## src/rtl/axi_lite_rd_master.sv

```systemverilog
// ---------------------------------------------------------------------------
// axi_lite_rd_master
//
// AXI-lite read-channel initiator. A core unit (IFU/LSU) hands over one
// single-beat read request at a time. The block drives AR, collects the R
// beat and returns data plus a status code on a valid/ready response port.
// Misaligned requests are answered locally with no bus access. A per-phase
// watchdog ends a transaction that the slave does not complete.
//
// Ports:
//   clk, rst      clock, synchronous active-high reset
//   req_valid     in   core read request valid
//   req_ready     out  high only while idle
//   req_addr      in   request byte address (ADDR_W)
//   resp_valid    out  response valid
//   resp_ready    in   core accepts response
//   resp_data     out  read data (DATA_W), zero on local errors
//   resp_err      out  any non-OKAY outcome
//   resp_code     out  00 OKAY, 10 SLVERR/DECERR, 01 misaligned, 11 timeout
//   araddr        out  AXI read address
//   arvalid       out  AXI read address valid
//   arready       in   AXI read address ready
//   rdata         in   AXI read data
//   rresp         in   AXI read response
//   rvalid        in   AXI read data valid
//   rready        out  AXI read data ready
//
// Every output is either a register or a decode of the state register, so
// no input reaches an output combinationally.
// ---------------------------------------------------------------------------
module axi_lite_rd_master #(
    parameter int ADDR_W      = 32,
    parameter int DATA_W      = 64,
    parameter int TIMEOUT     = 256,
    parameter int ALIGN_CHECK = 1
) (
    input  logic              clk,
    input  logic              rst,
    input  logic              req_valid,
    output logic              req_ready,
    input  logic [ADDR_W-1:0] req_addr,
    output logic              resp_valid,
    input  logic              resp_ready,
    output logic [DATA_W-1:0] resp_data,
    output logic              resp_err,
    output logic [1:0]        resp_code,
    output logic [ADDR_W-1:0] araddr,
    output logic              arvalid,
    input  logic              arready,
    input  logic [DATA_W-1:0] rdata,
    input  logic [1:0]        rresp,
    input  logic              rvalid,
    output logic              rready
);

    localparam logic [1:0] CODE_OKAY     = 2'b00;
    localparam logic [1:0] CODE_MISALIGN = 2'b01;
    localparam logic [1:0] CODE_BUSERR   = 2'b10;
    localparam logic [1:0] CODE_TIMEOUT  = 2'b11;

    // The counter only has to reach TIMEOUT-1.
    localparam int              CNT_W    = (TIMEOUT > 1) ? $clog2(TIMEOUT) : 1;
    localparam logic [CNT_W-1:0] CNT_LAST = CNT_W'((TIMEOUT > 0) ? TIMEOUT - 1 : 0);

    typedef enum logic [1:0] {
        S_IDLE,
        S_AR,
        S_R,
        S_RESP
    } state_t;

    state_t            state_reg, state_next;
    logic [ADDR_W-1:0] addr_reg,  addr_next;
    logic [DATA_W-1:0] data_reg,  data_next;
    logic [1:0]        code_reg,  code_next;
    logic              err_reg,   err_next;
    logic [CNT_W-1:0]  cnt_reg,   cnt_next;

    logic              expired;
    logic              misaligned;
    logic [1:0]        bus_code;

    // Watchdog expiry: the current cycle is the last one allowed in S_AR/S_R.
    generate
        if (TIMEOUT > 0) begin : g_timeout
            assign expired = (cnt_reg == CNT_LAST);
        end else begin : g_no_timeout
            assign expired = 1'b0;
        end
    endgenerate

    assign misaligned = (ALIGN_CHECK != 0) && (req_addr[2:0] != 3'b000);

    // EXOKAY carries no meaning for a single-beat initiator; fold it into OKAY.
    always_comb begin
        bus_code = CODE_BUSERR;
        case (rresp)
            2'b00, 2'b01: bus_code = CODE_OKAY;
            default:      bus_code = CODE_BUSERR;
        endcase
    end

    // -----------------------------------------------------------------------
    // State register and datapath registers
    // -----------------------------------------------------------------------
    always_ff @(posedge clk) begin
        if (rst) begin
            state_reg <= S_IDLE;
            addr_reg  <= '0;
            data_reg  <= '0;
            code_reg  <= CODE_OKAY;
            err_reg   <= 1'b0;
            cnt_reg   <= '0;
        end else begin
            state_reg <= state_next;
            addr_reg  <= addr_next;
            data_reg  <= data_next;
            code_reg  <= code_next;
            err_reg   <= err_next;
            cnt_reg   <= cnt_next;
        end
    end

    // -----------------------------------------------------------------------
    // Next-state and datapath update
    // -----------------------------------------------------------------------
    always_comb begin
        state_next = state_reg;
        addr_next  = addr_reg;
        data_next  = data_reg;
        code_next  = code_reg;
        err_next   = err_reg;
        cnt_next   = cnt_reg;

        case (state_reg)
            S_IDLE: begin
                if (req_valid) begin
                    addr_next = req_addr;
                    cnt_next  = '0;
                    if (misaligned) begin
                        data_next  = '0;
                        code_next  = CODE_MISALIGN;
                        err_next   = 1'b1;
                        state_next = S_RESP;
                    end else begin
                        state_next = S_AR;
                    end
                end
            end

            S_AR: begin
                // A handshake in the expiry cycle takes priority.
                if (arready) begin
                    cnt_next   = '0;
                    state_next = S_R;
                end else if (expired) begin
                    cnt_next   = '0;
                    data_next  = '0;
                    code_next  = CODE_TIMEOUT;
                    err_next   = 1'b1;
                    state_next = S_RESP;
                end else begin
                    cnt_next = cnt_reg + CNT_W'(1);
                end
            end

            S_R: begin
                if (rvalid) begin
                    cnt_next   = '0;
                    data_next  = rdata;
                    code_next  = bus_code;
                    err_next   = (bus_code != CODE_OKAY);
                    state_next = S_RESP;
                end else if (expired) begin
                    cnt_next   = '0;
                    data_next  = '0;
                    code_next  = CODE_TIMEOUT;
                    err_next   = 1'b1;
                    state_next = S_RESP;
                end else begin
                    cnt_next = cnt_reg + CNT_W'(1);
                end
            end

            S_RESP: begin
                if (resp_ready) begin
                    state_next = S_IDLE;
                end
            end

            default: begin
                state_next = S_IDLE;
            end
        endcase
    end

    // -----------------------------------------------------------------------
    // Outputs: decodes of the state register and register copies
    // -----------------------------------------------------------------------
    assign req_ready  = (state_reg == S_IDLE);
    assign arvalid    = (state_reg == S_AR);
    assign rready     = (state_reg == S_R);
    assign resp_valid = (state_reg == S_RESP);
    assign araddr     = addr_reg;
    assign resp_data  = data_reg;
    assign resp_code  = code_reg;
    assign resp_err   = err_reg;

endmodule

```

## config.mk

```make
export PLATFORM = sky130hd
export DESIGN_NAME = axi_lite_rd_master
export DESIGN_NICKNAME = d
export VERILOG_FILES = /design/src/rtl/axi_lite_rd_master.sv
export SDC_FILE = /design/constraint.sdc
export NUM_CORES = 1
export LEC_CHECK = 0
export BUFFER_PORTS_ARGS = -buffer_cell sky130_fd_sc_hd__buf_2
export CAP_MARGIN = 20
export CORE_MARGIN = 2
export CORE_UTILIZATION = 30
export DETAILED_ROUTE_END_ITERATION = 10
export SYNTH_ARGS = -nofsm -noshare
export SYNTH_HDL_FRONTEND = slang
export SYNTH_SLANG_ARGS = --single-unit
```

## constraint.sdc

```tcl
create_clock -name clk -period 2.6 [get_ports clk]
set_input_delay 0.26 -clock clk [delete_from_list [all_inputs] [get_ports clk]]
set_output_delay 0.26 -clock clk [all_outputs]
set_load 0.02 [all_outputs]
```

==> results.md <==
- Pwr Total: 4.67 mW
- Met2 wire length: 4880 um
- RSZ-0062 raised after global routing: false
- Max stage delay on crit path: 0.41 ns
- Layout Cells excl Fill: 761
- Fmax achieved: 419 MHz
- Final net count: 685
- Residual DRC: 0
- First-pass GRT wire length: 16400 um
- #FFs+latches synth: 109
- Clock transition at path regs: 0.07 ns
- WS Path Type: reg2reg
- # IOs: 207
- Max-slew violation count: 0
- Slowest cell on the critical path: dfxtp_1
- Final worst-path cycle share: 91.9%
- Area growth from synthesis to layout: 31.2%
- Latest clock arrival within the worst-skew pair: 0.35 ns
- DIE AREA: 0.0150 mm2
- Setup violations, final: 0
- Fillers: 1361
- DR WL met3: 1150 um
- Fin Clk Skew: 0.00919 ns
- Critical path data required time: 2.88 ns
- H-tree lvl count: 3
- Top cells by area, synth: dfxtp_1, a32o_2, nand2_1
- Pre-antenna DRT Iters: 4
- Leakage: 2.84 nW
- Worst setup EP type: register
- Initial Util: 30.5%
- Root buf cell: clkbuf_16
- DR top layer: met4
- Met1 Wirelength: 4550 um
- Die Y: 123 um
- Syn. warnings: 0
- Row cnt: 43
- Area share of the leading cell type in the synthesized netlist: 51.8%
- Worst IR Drop VDD: 0.402 mV
- Syn Area/Cell: 10.9 um2
- Syn nets: 496
- Commonest non-fill, non-tap cells in the layout: buf_2, dfxtp_1, nand2_1
- Worst-Margin Slew: 0.593 ns
- Post-cts hold buffer count: 0
- CP max FO: 64
- Worst hold-check path type: in2reg
- Resized cells post-CTS: 0
- HPWL after DPL: 7750 um
- Final TNS setup: 0 ns
- Via count: 3733
- Post-CTS setup repair buffer count: 0
- Port Buffers: 205
- Initial antenna violation count: 1
- Post-DRT Antenna Nets: 0
- Fin crit period: 2.39 ns
- Global placer's final weighted congestion: 0.848
- Worst path arrival time: 2.67 ns
- Mapped Area: 0.00422 mm2
- Final hold violations: 0
- Number of flip-flops in the largest register: 64
- Routed WL per cell: 14.1 um
- Sequential share of the synthesized area: 51.8%
- Total GRT Usage: 13.9%
- Global route overflow: 0
- Die width: 123 um
- Commonest non-fill, non-tap cell in the layout: buf_2
- Max Cap Violations: 0
- DRT iter0 DRCs: 109
- Vias in the first global route: 3541
- Setup crit start kind: register
- Critical Path, Cell by Cell: inv_1, ha_1, nor4b_1, buf_4, a2111oi_4, nor4b_4, buf_12, a32o_2
- Core area: 0.0138 mm2
- Critical path's top delay family: buffers and inverters
- Distinct cells, synth: 41
- CTS tree: yes
- Hold Slack: 0.120 ns
- Cell taking the most area after synthesis: dfxtp_1
- Worst path buffer plus inverter count: 3
- Clock net sink count: 109
- Layout cells sized above 1: 51.6%
- Outcome: finished, final reports clean
- Syn Inst Count: 386
- TritonCTS Buffers: 9
- Largest net degree at the start of global routing: 65
- Power Density: 845 mW/mm2
- Vias per inst: 4.91
- Placed cells: 744
- Clk buf depth: 2
- Relative slew slack: 60.4%
- PnR worst setup slack: 0.211 ns
- Pre-CTS worst setup slack: 0.252 ns
- WL final: 10700 um
through the flow:
step                      instance area [um2]  util [%]
after floorplan                          4220         -
after global placement                   5230      37.9
after detailed placement                 5230      37.9
after CTS                                5530      40.0
after global routing                     5530      40.0
final                                    5530      40.0
Yosys cell counts (all sizes together):
library cell  number
nor2               4
nand3              4
a311oi             2
inv                4
a21oi             39
o31ai              2
o21a               1
nor4b              3
clkbuf            12
o21ai              6
dfxtp            109
nand4b             1
nand2             70
nor4               2
nand2b             1
a32o              64
or3                1
dlygate4sd3        3
xor2               1
o211ai             1
nor3b              2
nor3              10
mux2i              1
nand4              1
nor2b              4
and2               1
o22ai              1
dlygate4sd1        2
xnor2              5
a211o              1
or4b               1
or2                3
ha                 6
buf               17
a2111oi            1
metal layers:
layer  vias to the layer above  GRT usage, %
met5                         -             0
met4                         0          5.89
met3                        12          5.90
met2                       161          23.0
met1                      1739          15.6
li1                       1821             -
report_power, final:
part,internal [mW],total [mW],switching (mW),leakage [nW]
logic,0.479,1.40,0.926,1.81
clock network,0.719,1.34,0.625,0.146
registers,1.83,1.92,0.0927,0.884
total,3.03,4.67,1.64,2.84
worst register-to-register path: stages (launching register included):
cell and delay (ns):
dfxtp_1 0.41, inv_1 0.10, ha_1 0.30, nor4b_1 0.19
buf_4 0.14, a2111oi_4 0.34, nor4b_4 0.33, buf_12 0.29
a32o_2 0.23
cells by family after synthesis:
group	share of synthesized area [%]
compound gates	24.6
xor+xnor	1.25
fa+ha+maj	1.78
buf+inv	8.19
flops	51.8
mux	0.237
simple gates	12.2
path summary, 6_finish.rpt:
kind,from,endpoint,slack [ns],cells past startpoint
min reg2reg,araddr[1],araddr[1],0.46,2
max reg2reg,state_reg[0],resp_data[58],0.21,8
min,rdata[51],resp_data[51],0.12,2
max,state_reg[0],resp_data[58],0.21,8
cell type report:
class | count | area [um2] | area share (%)
Sequential cell | 109 | 2180 | 39.5
Multi-Input combinational cell | 239 | 1700 | 30.7
Timing Repair Buffer | 212 | 1120 | 20.2
Clock buffer | 12 | 256 | 4.64
Tap cell | 180 | 225 | 4.07
Clock inverter | 4 | 37.5 | 0.679
Inverter | 4 | 15.0 | 0.271
Antenna cell | 1 | 2.50 | 0.0452
Power figures use the tool's default switching activity.
